$ cat src/rtl/mult_lp_pkg.sv
// Shared helpers for the mult_lp_v2 streaming multiplier: stage count and per-stage bit count.
package mult_lp_pkg;

   function automatic int unsigned stages_f(int unsigned w, int unsigned bps);
      return (w + bps - 1) / bps;
   endfunction

   // The final stage retires whatever bits remain when W is not a multiple of BPS.
   function automatic int unsigned stage_bits_f(int unsigned w, int unsigned bps,
                                                int unsigned s);
      return (s == stages_f(w, bps) - 1) ? (w - bps * s) : bps;
   endfunction

endpackage

$ cat src/rtl/mult_lp_stage.sv
// One shift-and-add stage: retires Nb multiplier bits; the last stage also applies the sign.
// Optional tag storage is enabled by MULT_LP_V2_TAG_EN.
module mult_lp_stage #(
   parameter int unsigned W    = 8,
   parameter int unsigned Nb   = 1,
   parameter bit          Last = 1'b0
`ifdef MULT_LP_V2_TAG_EN
   , parameter int unsigned TagW = 4
`endif
) (
   input  logic           clk,
   input  logic           rst,
   input  logic           adv_i,
   input  logic           valid_i,
   input  logic           neg_i,
   input  logic [2*W-1:0] acc_i,
   input  logic [W-1:0]   mpl_i,
   input  logic [2*W-1:0] mcd_i,
`ifdef MULT_LP_V2_TAG_EN
   input  logic [TagW-1:0] tag_i,
   output logic [TagW-1:0] tag_o,
`endif
   output logic           valid_o,
   output logic           neg_o,
   output logic [2*W-1:0] acc_o,
   output logic [W-1:0]   mpl_o,
   output logic [2*W-1:0] mcd_o
);

   logic           valid_q, valid_d;
   logic           neg_q, neg_d;
   logic [2*W-1:0] acc_q, acc_d;
   logic [W-1:0]   mpl_q, mpl_d;
   logic [2*W-1:0] mcd_q, mcd_d;
   logic [2*W-1:0] sum;

   always_comb begin
      sum = acc_i;
      for (int unsigned i = 0; i < Nb; i++) begin
         if (mpl_i[i]) sum = sum + (mcd_i << i);
      end
      valid_d = valid_q;
      neg_d   = neg_q;
      acc_d   = acc_q;
      mpl_d   = mpl_q;
      mcd_d   = mcd_q;
      if (adv_i) begin
         valid_d = valid_i;
         neg_d   = neg_i;
         acc_d   = (Last && neg_i) ? -sum : sum;
         mpl_d   = mpl_i >> Nb;
         mcd_d   = mcd_i << Nb;
      end
   end

   always_ff @(posedge clk) begin
      if (rst) begin
         valid_q <= 1'b0;
         neg_q   <= 1'b0;
         acc_q   <= '0;
         mpl_q   <= '0;
         mcd_q   <= '0;
      end else begin
         valid_q <= valid_d;
         neg_q   <= neg_d;
         acc_q   <= acc_d;
         mpl_q   <= mpl_d;
         mcd_q   <= mcd_d;
      end
   end

`ifdef MULT_LP_V2_TAG_EN
   logic [TagW-1:0] tag_q, tag_d;

   always_comb begin
      tag_d = tag_q;
      if (adv_i) tag_d = tag_i;
   end

   always_ff @(posedge clk) begin
      if (rst) tag_q <= '0;
      else     tag_q <= tag_d;
   end

   assign tag_o = tag_q;
`endif

   assign valid_o = valid_q;
   assign neg_o   = neg_q;
   assign acc_o   = acc_q;
   assign mpl_o   = mpl_q;
   assign mcd_o   = mcd_q;

endmodule

$ cat src/rtl/mult_lp_v2.sv
// Pipelined signed/unsigned shift-and-add multiplier with valid/ready backpressure.
// Define MULT_LP_V2_TAG_EN to carry a per-operation tag alongside each result.
module mult_lp_v2
   import mult_lp_pkg::*;
#(
   parameter int unsigned W   = 8,
   parameter int unsigned BPS = 1
`ifdef MULT_LP_V2_TAG_EN
   , parameter int unsigned TAG_W = 4
`endif
) (
   input  logic           clk,
   input  logic           rst,
   input  logic           in_valid,
   output logic           in_ready,
   input  logic           sgn,
   input  logic [W-1:0]   dA,
   input  logic [W-1:0]   dB,
`ifdef MULT_LP_V2_TAG_EN
   input  logic [TAG_W-1:0] in_tag,
   output logic [TAG_W-1:0] out_tag,
`endif
   output logic           out_valid,
   input  logic           out_ready,
   output logic [2*W-1:0] a_mult_b
);

   localparam int unsigned STAGES = stages_f(W, BPS);

   logic adv;
   assign adv      = !out_valid || out_ready;
   assign in_ready = adv;

   // Index 0 is the input register; index s+1 is the output of stage s.
   logic           st_valid [0:STAGES];
   logic           st_neg   [0:STAGES];
   logic [2*W-1:0] st_acc   [0:STAGES];
   logic [W-1:0]   st_mpl   [0:STAGES];
   logic [2*W-1:0] st_mcd   [0:STAGES];

   logic           in_valid_q, in_valid_d;
   logic           in_neg_q, in_neg_d;
   logic [W-1:0]   in_mpl_q, in_mpl_d;
   logic [2*W-1:0] in_mcd_q, in_mcd_d;

   // Magnitudes are taken here so the stages only ever add; -2^(W-1) still fits in W bits.
   always_comb begin
      in_valid_d = in_valid_q;
      in_neg_d   = in_neg_q;
      in_mpl_d   = in_mpl_q;
      in_mcd_d   = in_mcd_q;
      if (adv) begin
         in_valid_d = in_valid;
         in_neg_d   = sgn && (dA[W-1] ^ dB[W-1]);
         in_mpl_d   = (sgn && dB[W-1]) ? -dB : dB;
         in_mcd_d   = {{W{1'b0}}, ((sgn && dA[W-1]) ? -dA : dA)};
      end
   end

   always_ff @(posedge clk) begin
      if (rst) begin
         in_valid_q <= 1'b0;
         in_neg_q   <= 1'b0;
         in_mpl_q   <= '0;
         in_mcd_q   <= '0;
      end else begin
         in_valid_q <= in_valid_d;
         in_neg_q   <= in_neg_d;
         in_mpl_q   <= in_mpl_d;
         in_mcd_q   <= in_mcd_d;
      end
   end

   assign st_valid[0] = in_valid_q;
   assign st_neg[0]   = in_neg_q;
   assign st_acc[0]   = '0;
   assign st_mpl[0]   = in_mpl_q;
   assign st_mcd[0]   = in_mcd_q;

`ifdef MULT_LP_V2_TAG_EN
   logic [TAG_W-1:0] in_tag_q, in_tag_d;
   logic [TAG_W-1:0] st_tag [0:STAGES];

   always_comb begin
      in_tag_d = in_tag_q;
      if (adv) in_tag_d = in_tag;
   end

   always_ff @(posedge clk) begin
      if (rst) in_tag_q <= '0;
      else     in_tag_q <= in_tag_d;
   end

   assign st_tag[0] = in_tag_q;
   assign out_tag   = st_tag[STAGES];
`endif

   for (genvar s = 0; s < STAGES; s++) begin : g_stage
      mult_lp_stage #(
         .W    (W),
         .Nb   (stage_bits_f(W, BPS, s)),
         .Last (s == STAGES - 1)
`ifdef MULT_LP_V2_TAG_EN
         , .TagW (TAG_W)
`endif
      ) u_stage (
         .clk     (clk),
         .rst     (rst),
         .adv_i   (adv),
         .valid_i (st_valid[s]),
         .neg_i   (st_neg[s]),
         .acc_i   (st_acc[s]),
         .mpl_i   (st_mpl[s]),
         .mcd_i   (st_mcd[s]),
`ifdef MULT_LP_V2_TAG_EN
         .tag_i   (st_tag[s]),
         .tag_o   (st_tag[s+1]),
`endif
         .valid_o (st_valid[s+1]),
         .neg_o   (st_neg[s+1]),
         .acc_o   (st_acc[s+1]),
         .mpl_o   (st_mpl[s+1]),
         .mcd_o   (st_mcd[s+1])
      );
   end

   assign out_valid = st_valid[STAGES];
   assign a_mult_b  = st_acc[STAGES];

   logic unused_tail;
   assign unused_tail = ^{st_neg[STAGES], st_mpl[STAGES], st_mcd[STAGES]};

endmodule

$ cat config.mk
export PLATFORM = sky130hd
export DESIGN_NAME = mult_lp_v2
export DESIGN_NICKNAME = d
export VERILOG_FILES = /design/src/rtl/mult_lp_pkg.sv /design/src/rtl/mult_lp_stage.sv /design/src/rtl/mult_lp_v2.sv
export SDC_FILE = /design/constraint.sdc
export NUM_CORES = 1
export LEC_CHECK = 0
export CORE_MARGIN = 2
export CORE_UTILIZATION = 55
export CTS_CLUSTER_DIAMETER = 50
export CTS_CLUSTER_SIZE = 25
export DETAILED_ROUTE_END_ITERATION = 7
export PLACE_DENSITY_LB_ADDON = 0.25
export SLEW_MARGIN = 20
export SYNTH_ARGS = -nofsm -noshare
export SYNTH_HDL_FRONTEND = slang
export SYNTH_SLANG_ARGS = --single-unit
$ cat constraint.sdc
create_clock -name clk -period 3.25 [get_ports clk]
set_input_delay 0.65 -clock clk [delete_from_list [all_inputs] [get_ports clk]]
set_output_delay 0.65 -clock clk [all_outputs]
set_load 0.01 [all_outputs]
=== Yosys cells after proc, flatten, opt, wreduce, memory -nomap -nowiden ===
Index checks and enable logic that the tools add are counted.

* Input bits: 21
* Logic and storage cells: 68
* Output and inout port bits: 18
* Flip-flop bits (word level): 245

* Muxes and demuxes: 11
* Bitwise operators: 1
* Reductions and logical operators: 5
* Add/subtract/negate cells: 10

{| class="wikitable"
|+ Operators with widths
! operator !! count
|-
| $mux W16 || 8
|-
| $mux W8 || 3
|-
| $add A16 B10 Y16 || 1
|-
| $add A16 B11 Y16 || 1
|-
| $add A16 B12 Y16 || 1
|-
| $add A16 B13 Y16 || 1
|-
| $add A16 B14 Y16 || 1
|-
| $add A16 B15 Y16 || 1
|-
| $add A16 B9 Y16 || 1
|-
| $neg A16 Y16 || 1
|-
| $neg A8 Y8 || 2
|-
| $logic_and A1 B1 Y1 || 3
|-
| $logic_not A1 Y1 || 1
|-
| $logic_or A1 B1 Y1 || 1
|-
| $xor A1 B1 Y1 || 1
|}

=== Longest topological paths before layout ===
Gate-level depths: netlist (run 1).

* Word-level depth: 4
* Depth in mapped cells: 10
* Gate-level depth less buffers: 10

=== Cells and area by module ===
From an unflattened synthesis (run 1), not the netlist that was laid out.

* Cell total of the unflattened synthesis: 2307
* Area total of the unflattened synthesis: 20145.6 µm²

{| class="wikitable"
|+ By module, submodules not included
! module !! seq. area each (µm²) !! cells each !! times used !! area an instance (µm²)
|-
| mult_lp_stage at g_stage[1].u_stage ... || 800.8 || 266 || 5 || 2327.2
|-
| mult_lp_stage at g_stage[7].u_stage || 800.8 || 338 || 1 || 2877.8
|-
| mult_lp_stage at g_stage[6].u_stage || 800.8 || 260 || 1 || 2309.7
|-
| mult_lp_stage at g_stage[0].u_stage || 800.8 || 252 || 1 || 2285.9
|-
| mult_lp_v2 || 360.3 || 127 || 1 || 1036.0
|}

=== Worst setup path before layout (run 1) ===
OpenSTA, ideal clock, no wires.

* Kind: register to register
* Start point: reg g_stage[6].u_stage.acc_q[7]
* End point: reg g_stage[7].u_stage.acc_q[14]
* Path buffers: 0
* Path slack: 0.595 ns
* Library setup time: 0.062 ns
* Cell stages (with the launch flop): 10
* Clock period less this slack: 2.655 ns
* Arrival time: 2.593 ns
* Data required time: 3.188 ns
* Path through: dfxtp_1 ha_1 fa_1 a21o_1 a211o_1 a31oi_1 nand4_1 o31a_1 or4_1 nand3_1

* Longest elaborated chain between the ends: 4

{| class="wikitable"
|+ RTL lines
! element !! line !! RTL
|-
| start, declared || mult_lp_stage.sv:32 || <nowiki>logic [2*W-1:0] acc_q, acc_d;</nowiki>
|-
| start signal, assigned || mult_lp_stage.sv:60 || <nowiki>acc_q <= '0;</nowiki>
|-
| start signal, assigned || mult_lp_stage.sv:66 || <nowiki>acc_q <= acc_d;</nowiki>
|-
| $add A16 B15 Y16 || mult_lp_stage.sv:40 || <nowiki>if (mpl_i[i]) sum = sum + (mcd_i << i);</nowiki>
|-
| $mux W16 (*) || mult_lp_stage.sv:40 ||
|-
| $neg A16 Y16 || mult_lp_stage.sv:50 || <nowiki>acc_d = (Last && neg_i) ? -sum : sum;</nowiki>
|-
| $mux W16 (*) || mult_lp_stage.sv:50 ||
|-
| end signal, assigned || mult_lp_stage.sv:60 ||
|-
| end signal, assigned || mult_lp_stage.sv:66 ||
|-
| end, declared || mult_lp_stage.sv:32 ||
|}

Every way passes the cells marked *; elsewhere a longest branch is shown, timed or not.
A chain may end at the register's enable or synchronous reset.

=== Worst setup path after layout (run 1) ===
Ends and elaborated chain as after synthesis.

==> impl_metrics.ini, run 1 <==
[status]
status = finished clean

[synth]
avgSynthCellArea_um2 = 7.773
yosysSeqAreaShare = 0.4127
ys_warn_count = 0
synth-main-ff-cell = dfxtp_1
synth_edf_count = 0
syn_area_um2 = 10480
async_reset_ff_frac = 0
synth_top_area_share = 0.4127
yosys.area.top_type = dfxtp_1
ys_ff_latch = 216
ys_types = 49
synth_nets = 1434
syn_inst = 1348
ys_top_cells_by_area = dfxtp_1 41%, nand2_1 12%, a21oi_1 9.4%, ha_1 6.9%, nor2_1 3.8%

[global_route]
grt_max_degree = 227
grt_pass1_vias = 8145
grt_overflow_total = 0
grt_usage = 0.2137
grt_pass1_wl_mm = 36.95
antenna_found_initial = 0

[clock_network]
clock-sinks = 216
cts.repair.resized = 0
cts_buffers = 20
post_cts_buffers = 0
h-tree-depth = 1
clock_path_buffers = 3
clk_latency_ps = 510
holdBufCountCts = 0
cts_root_buf = clkbuf_16
tritoncts = done
cts.clk_slew.worst_paths_ps = 80

[detailed_routing]
routed_wl_mm = 21.65
ant_nets = 0
wl_per_cell_um = 13.69
vias = 8843
drt-initial-drc-count = 467
drc_errors = 0
drt-pass1-iter-count = 4
viasPerCell = 5.590

[worst_setup_path]
end_kind = flop
cp_top_family = compound AO/OA/AOI/OAI gates
cp_cell_sequence = ha_1, fa_1, a211o_1, a211oi_2, or3_1, a31oi_1, o31a_1, or4_1, nand3_1
critPathKind = flop to flop
start_kind = flop
crit_slowest_cell = or4_1
critical_path_required_ps = 3690
worstPathArrival_ps = 3300
path_max_fanout = 5
slowest_delay_ps = 460
critPathBufInv = 0

[sta]
setup_tns_ps = 0
drv_slew = 0
layout_min_cycle_time_ps = 2865
timing.slew.headroom = 0.3806
min_period_over_period = 0.8815
worst_pin_slew_ps = 929.1
rsz0062_at_grt = no
finClkSkew_ps = 13.38
hold_violations = 0
setup_violations = 0
max_freq_ghz = 0.3491

[place]
gp_congestion = 0.8250
io_buffer_count = 38
dpl.cell_count = 1546
hpwl_mm = 14.03

[layout]
drive_gt1_frac = 0.03858
nets = 1420
final_cell_mix = 333 x nand2_1, 216 x dfxtp_1, 197 x a21oi_1, 106 x nor2_1, 58 x ha_1
n_fill_cell = 1667
layout_commonest_cell = nand2_1
instances_no_fill = 1582
utilization = 0.6245
syn2layout_area_growth_pct = 11.49
insertedDiodeCount = 0

[power_and_ir_drop]
irDropWorstVdd_mv = 0.4533
leakagePower_nw = 4.266
power_density_nw_per_um2 = 463.6
total_power_mw = 5.415

[floorplanning]
rows = 50
die_area_um2 = 20170
start_util = 0.5601
ioPinCount = 39
die_h_um = 142.0
fp.coreArea_um2 = 18710
die_width_um = 142.0

[min_path]
holdCritPathClass = flop to flop

[job]
cap_violations = 0
[cell type report]
cell class                 count  area, um^2  share of cell area
clock buffer                  22       529.3             0.04531
clock inverter                14       192.7             0.01650
inverter                      46       180.2             0.01542
multi-input combinational   1003        5675              0.4859
tap                          234       292.8             0.02506
sequential                   216        4324              0.3702
timing repair buffer          47       486.7             0.04167
[cells by family after synthesis]
group           count (synthesis)  synth area share
mux                            15           0.01433
xor+xnor                       37           0.03093
fa+ha+maj                      65           0.08264
compound gates                348            0.2004
flops                         216            0.4127
buf+inv                       129           0.04633
simple gates                  538            0.2127
[state kept, by name, indices dropped and copies added (netlist names)]
register,flops
g_stage.u_stage.acc_o,99
g_stage.u_stage.mcd_o,56
g_stage.u_stage.mpl_o,28
g_stage.u_stage.neg_o,7
g_stage.u_stage.valid_o,8
in_mcd_q,8
in_mpl_q,8
in_neg_q,1
in_valid_q,1
[worst paths after layout]
check | startpoint | endpoint | slack [ps] | depth (start not counted)
worst max-delay path | g_stage[6].u_stage.acc_o[7] | g_stage[7].u_stage.acc_o[14] | 390 | 9
worst max register to register | g_stage[6].u_stage.acc_o[7] | g_stage[7].u_stage.acc_o[14] | 390 | 9
worst min-delay path | g_stage[4].u_stage.valid_o | g_stage[4].u_stage.valid_o | 450 | 2
worst min register to register | g_stage[4].u_stage.valid_o | g_stage[4].u_stage.valid_o | 450 | 2
[power breakdown]
| part | internal, mW | switching, mW | total, mW |
|---|---|---|---|
| Clock | 1.29 | 1.20 | 2.48 |
| Combinational | 0.0869 | 0.118 | 0.205 |
| Sequential | 2.69 | 0.0363 | 2.73 |
| Total | 4.07 | 1.35 | 5.42 |
[worst reg2reg max path, stage by stage, from the launching register on]
cell and delay [ps]:
dfxtp_1 350, ha_1 240, fa_1 450, a211o_1 350
a211oi_2 230, or3_1 140, a31oi_1 150, o31a_1 360
or4_1 460, nand3_1 70
[layer usage]
metal	part of all wire	global-route usage	routed length (um)	up-vias
met1	0.47	0.2766	10210	4109
met4	0.017	0.04842	377	0
met3	0.025	0.02995	540	29
met5	0	0	0	-
met2	0.49	0.3786	10520	96
li1	-	-	-	4609
[cell usage after synthesis, types with 3 or more instances]
master	n
nand2_1	333
a211o_1	7
a21boi_0	7
nand3_1	21
o21ai_0	21
a21oi_1	197
or3_1	8
nor2_1	106
mux2i_1	15
ha_1	58
o211ai_1	6
dfxtp_1	216
nand4_1	11
nor3_1	26
nor4_1	4
a21o_1	8
fa_1	7
o21ai_1	10
a311oi_1	12
clkbuf_1	80
nand3b_1	5
nand2b_1	3
inv_1	44
xnor2_1	25
xor2_1	12
a211oi_1	51
a31oi_1	8
nor2b_1	15
o41ai_1	6
[stage by stage]
| step | instance area [um^2] | setup slack (ps) | hold slack (ps) |
|---|---|---|---|
| 2_1_floorplan | 10480 | 594.6 | 432.1 |
| 3_3_place_gp | 10960 | 475.3 | 439.0 |
| 3_5_place_dp | 10960 | 454.0 | 443.5 |
| 4_1_cts | 11680 | 395.5 | 452.0 |
| 5_1_grt | 11680 | 257.9 | 469.6 |
| 6_report | 11680 | 385.3 | 453.3 |
(Power assumes the default switching activity.)
==> inputs of run 2 (changes only) <==
==> constraint.sdc (replaced) <==
create_clock -name clk -period 2.7 [get_ports clk]
set_input_delay 0.54 -clock clk [delete_from_list [all_inputs] [get_ports clk]]
set_output_delay 0.54 -clock clk [all_outputs]
set_load 0.01 [all_outputs]
==> run 2 against run 1 <==
  * Die area is the same
  * Clock skew shrank 3.3 ps
  * First-iteration DRC count shrank 20%
  * Global-route usage grew 0.20 points
  * Final cell count grew 0.88%
  * Sequential power grew 20%
  * Clock-buffer cell count grew 2
  * Cell area grew 0.84%
  * Sequential share of layout area shrank 0.29 points
  * Critical path depth grew 1
  * Routed wire length shrank 0.42%
  * Sequential cell count is the same
==> impl_metrics.ini, run 2 (same netlist as run 1, synthesis figures left out) <==
[floorplanning]
ioPinCount = 39
die_area_um2 = 20170
rows = 50
start_util = 0.5601
die_width_um = 142.0
die_h_um = 142.0
fp.coreArea_um2 = 18710

[sta]
finClkSkew_ps = 10.05
min_period_over_period = 0.9430
setup_tns_ps = 0
max_freq_ghz = 0.3928
hold_violations = 0
setup_violations = 0
drv_slew = 0
timing.slew.headroom = 0.5214
worst_pin_slew_ps = 717.9
layout_min_cycle_time_ps = 2546
rsz0062_at_grt = yes

[clock_network]
clock-sinks = 216
cts_root_buf = clkbuf_16
cts.clk_slew.worst_paths_ps = 60
clock_path_buffers = 3
clk_latency_ps = 490
h-tree-depth = 1
holdBufCountCts = 0
tritoncts = done
cts_buffers = 21

[worst_setup_path]
critPathBufInv = 1
r2r_end = g_stage[7].u_stage.acc_o[15]
start_kind = flop
worstPathArrival_ps = 2910
cp-endpoint = g_stage[7].u_stage.acc_o[15]
r2r_setup_slack_ps = 150
path_max_fanout = 3
r2r_cells = 10
critical_path_depth = 10
critical_path_required_ps = 3060
slowest_delay_ps = 410
crit_start = g_stage[6].u_stage.mcd_o[7]
cp_top_family = compound AO/OA/AOI/OAI gates
cp_cell_sequence = ha_4, fa_2, a21o_1, a211o_1, a31oi_2, buf_4, nand4b_1, o41ai_2, xor2_1, a211oi_1
rr_startpoint = g_stage[6].u_stage.mcd_o[7]
crit_slowest_cell = fa_2
critPathKind = flop to flop
end_kind = flop

[global_route]
antenna_found_initial = 0
grt_max_degree = 96
grt_overflow_total = 0
grt_usage = 0.2157
grt_pass1_wl_mm = 37.31
grt_pass1_vias = 8177

[layout]
insertedDiodeCount = 0
syn2layout_area_growth_pct = 12.42
n_fill_cell = 1682
drive_gt1_frac = 0.05360
final_cell_mix = 333 x nand2_1, 214 x dfxtp_1, 197 x a21oi_1, 106 x nor2_1, 57 x ha_1
multi_input_area_um2 = 5722
seq_area_um2 = 4327
instances_no_fill = 1596
nets = 1436
largest_reg_flops = 99
layout_commonest_cell = nand2_1

[power_and_ir_drop]
irDropWorstVdd_mv = 0.5024
p_comb_frac = 0.040
power.switching_mw = 1.387
sequentialPowerShare = 0.530
p_sw_frac = 0.2238
power_frac_clock = 0.430
total_power_mw = 6.198
power_density_nw_per_um2 = 526.2
intPower_mw = 4.811
leakagePower_nw = 4.308

[detailed_routing]
ant_nets = 0
routed_wl_mm = 21.56
viasPerCell = 5.522
drc_errors = 0
vias = 8813
wl_per_cell_um = 13.51
drt-pass1-iter-count = 4
drt-initial-drc-count = 372

[place]
io_buffer_count = 38
dpl.cell_count = 1559
gp_congestion = 0.8273
hpwl_mm = 14.29

[status]
status = finished clean

[min_path]
hold_depth = 2
holdCritPathClass = flop to flop

[job]
cap_violations = 0
run 2: cell types whose count changed in the layout (fill, tap and decap cells not counted), moves of 2 or more:
cell and delta:
clkinvlp_4 +3, a31oi_1 -2, buf_4 +12, inv_12 -4, dfxtp_2 +2, clkinv_8 -5
dfxtp_1 -2, buf_12 +3, clkinv_2 +5
run 2: layout make-up:
cell class	instances	area share
sequential	216	0.3673
timing repair buffer	62	0.05407
clock buffer	24	0.04642
inverter	46	0.01530
multi-input combinational	1003	0.4858
tap	234	0.02486
clock inverter	11	0.006267
run 2: worst min path at each step:
stage,from,end
floorplan,in_valid_q,in_valid_q
global placement,g_stage[3].u_stage.acc_o[0],g_stage[3].u_stage.acc_o[0]
detailed placement,g_stage[3].u_stage.mpl_o[1],g_stage[3].u_stage.mpl_o[1]
CTS,g_stage[1].u_stage.valid_o,g_stage[1].u_stage.valid_o
global route,g_stage[2].u_stage.mpl_o[4],g_stage[2].u_stage.mpl_o[4]
finish,g_stage[5].u_stage.acc_o[4],g_stage[5].u_stage.acc_o[4]
run 2: worst register-to-register path, delay by kind of cell, from the launching register on:
family                   cells  cell delay (ps)
AND/OR/NAND/NOR              1              140
AO/OA/AOI/OAI                5             1040
adder cells (fa/ha/maj)      2              570
buffers and inverters        1              150
XOR/XNOR                     1              170
flip-flops                   1              340
run 2: what timing repair did:
action	CTS	global route
resized for setup	1	9
setup buffers	0	2
pin swaps	0	12
endpoints found under the setup margin	1	2
run 2: power by group through the flow:
stage | registers (mW) | clock network (mW) | logic, mW
floorplan | 3.34 | 0 | 0.172
global placement | 3.35 | 0 | 0.244
detailed placement | 3.35 | 0 | 0.248
CTS | 3.28 | 2.73 | 0.249
global route | 3.29 | 2.87 | 0.281
finish | 3.28 | 2.67 | 0.249
run 2: through the flow:
stage / instance area, um^2 / worst slack, ps / hold slack [ps] / util
2_1_floorplan: 10480 / 44.57 / 432.1 / -
3_3_place_gp: 11090 / 41.46 / 439.3 / 0.5931
3_5_place_dp: 11090 / 29.38 / 444.7 / 0.5931
4_1_cts: 11720 / 57.50 / 452.1 / 0.6264
5_1_grt: 11780 / -26.12 / 463.3 / 0.6297
6_report: 11780 / 153.9 / 448.6 / 0.6297
run 2: routing by layer:
layer,vias up,GRT usage,part of all wire
li1,4630,-,-
met3,30,0.02894,0.022
met2,86,0.3783,0.48
met5,-,0,0
met4,0,0.04316,0.017
met1,4067,0.2856,0.48
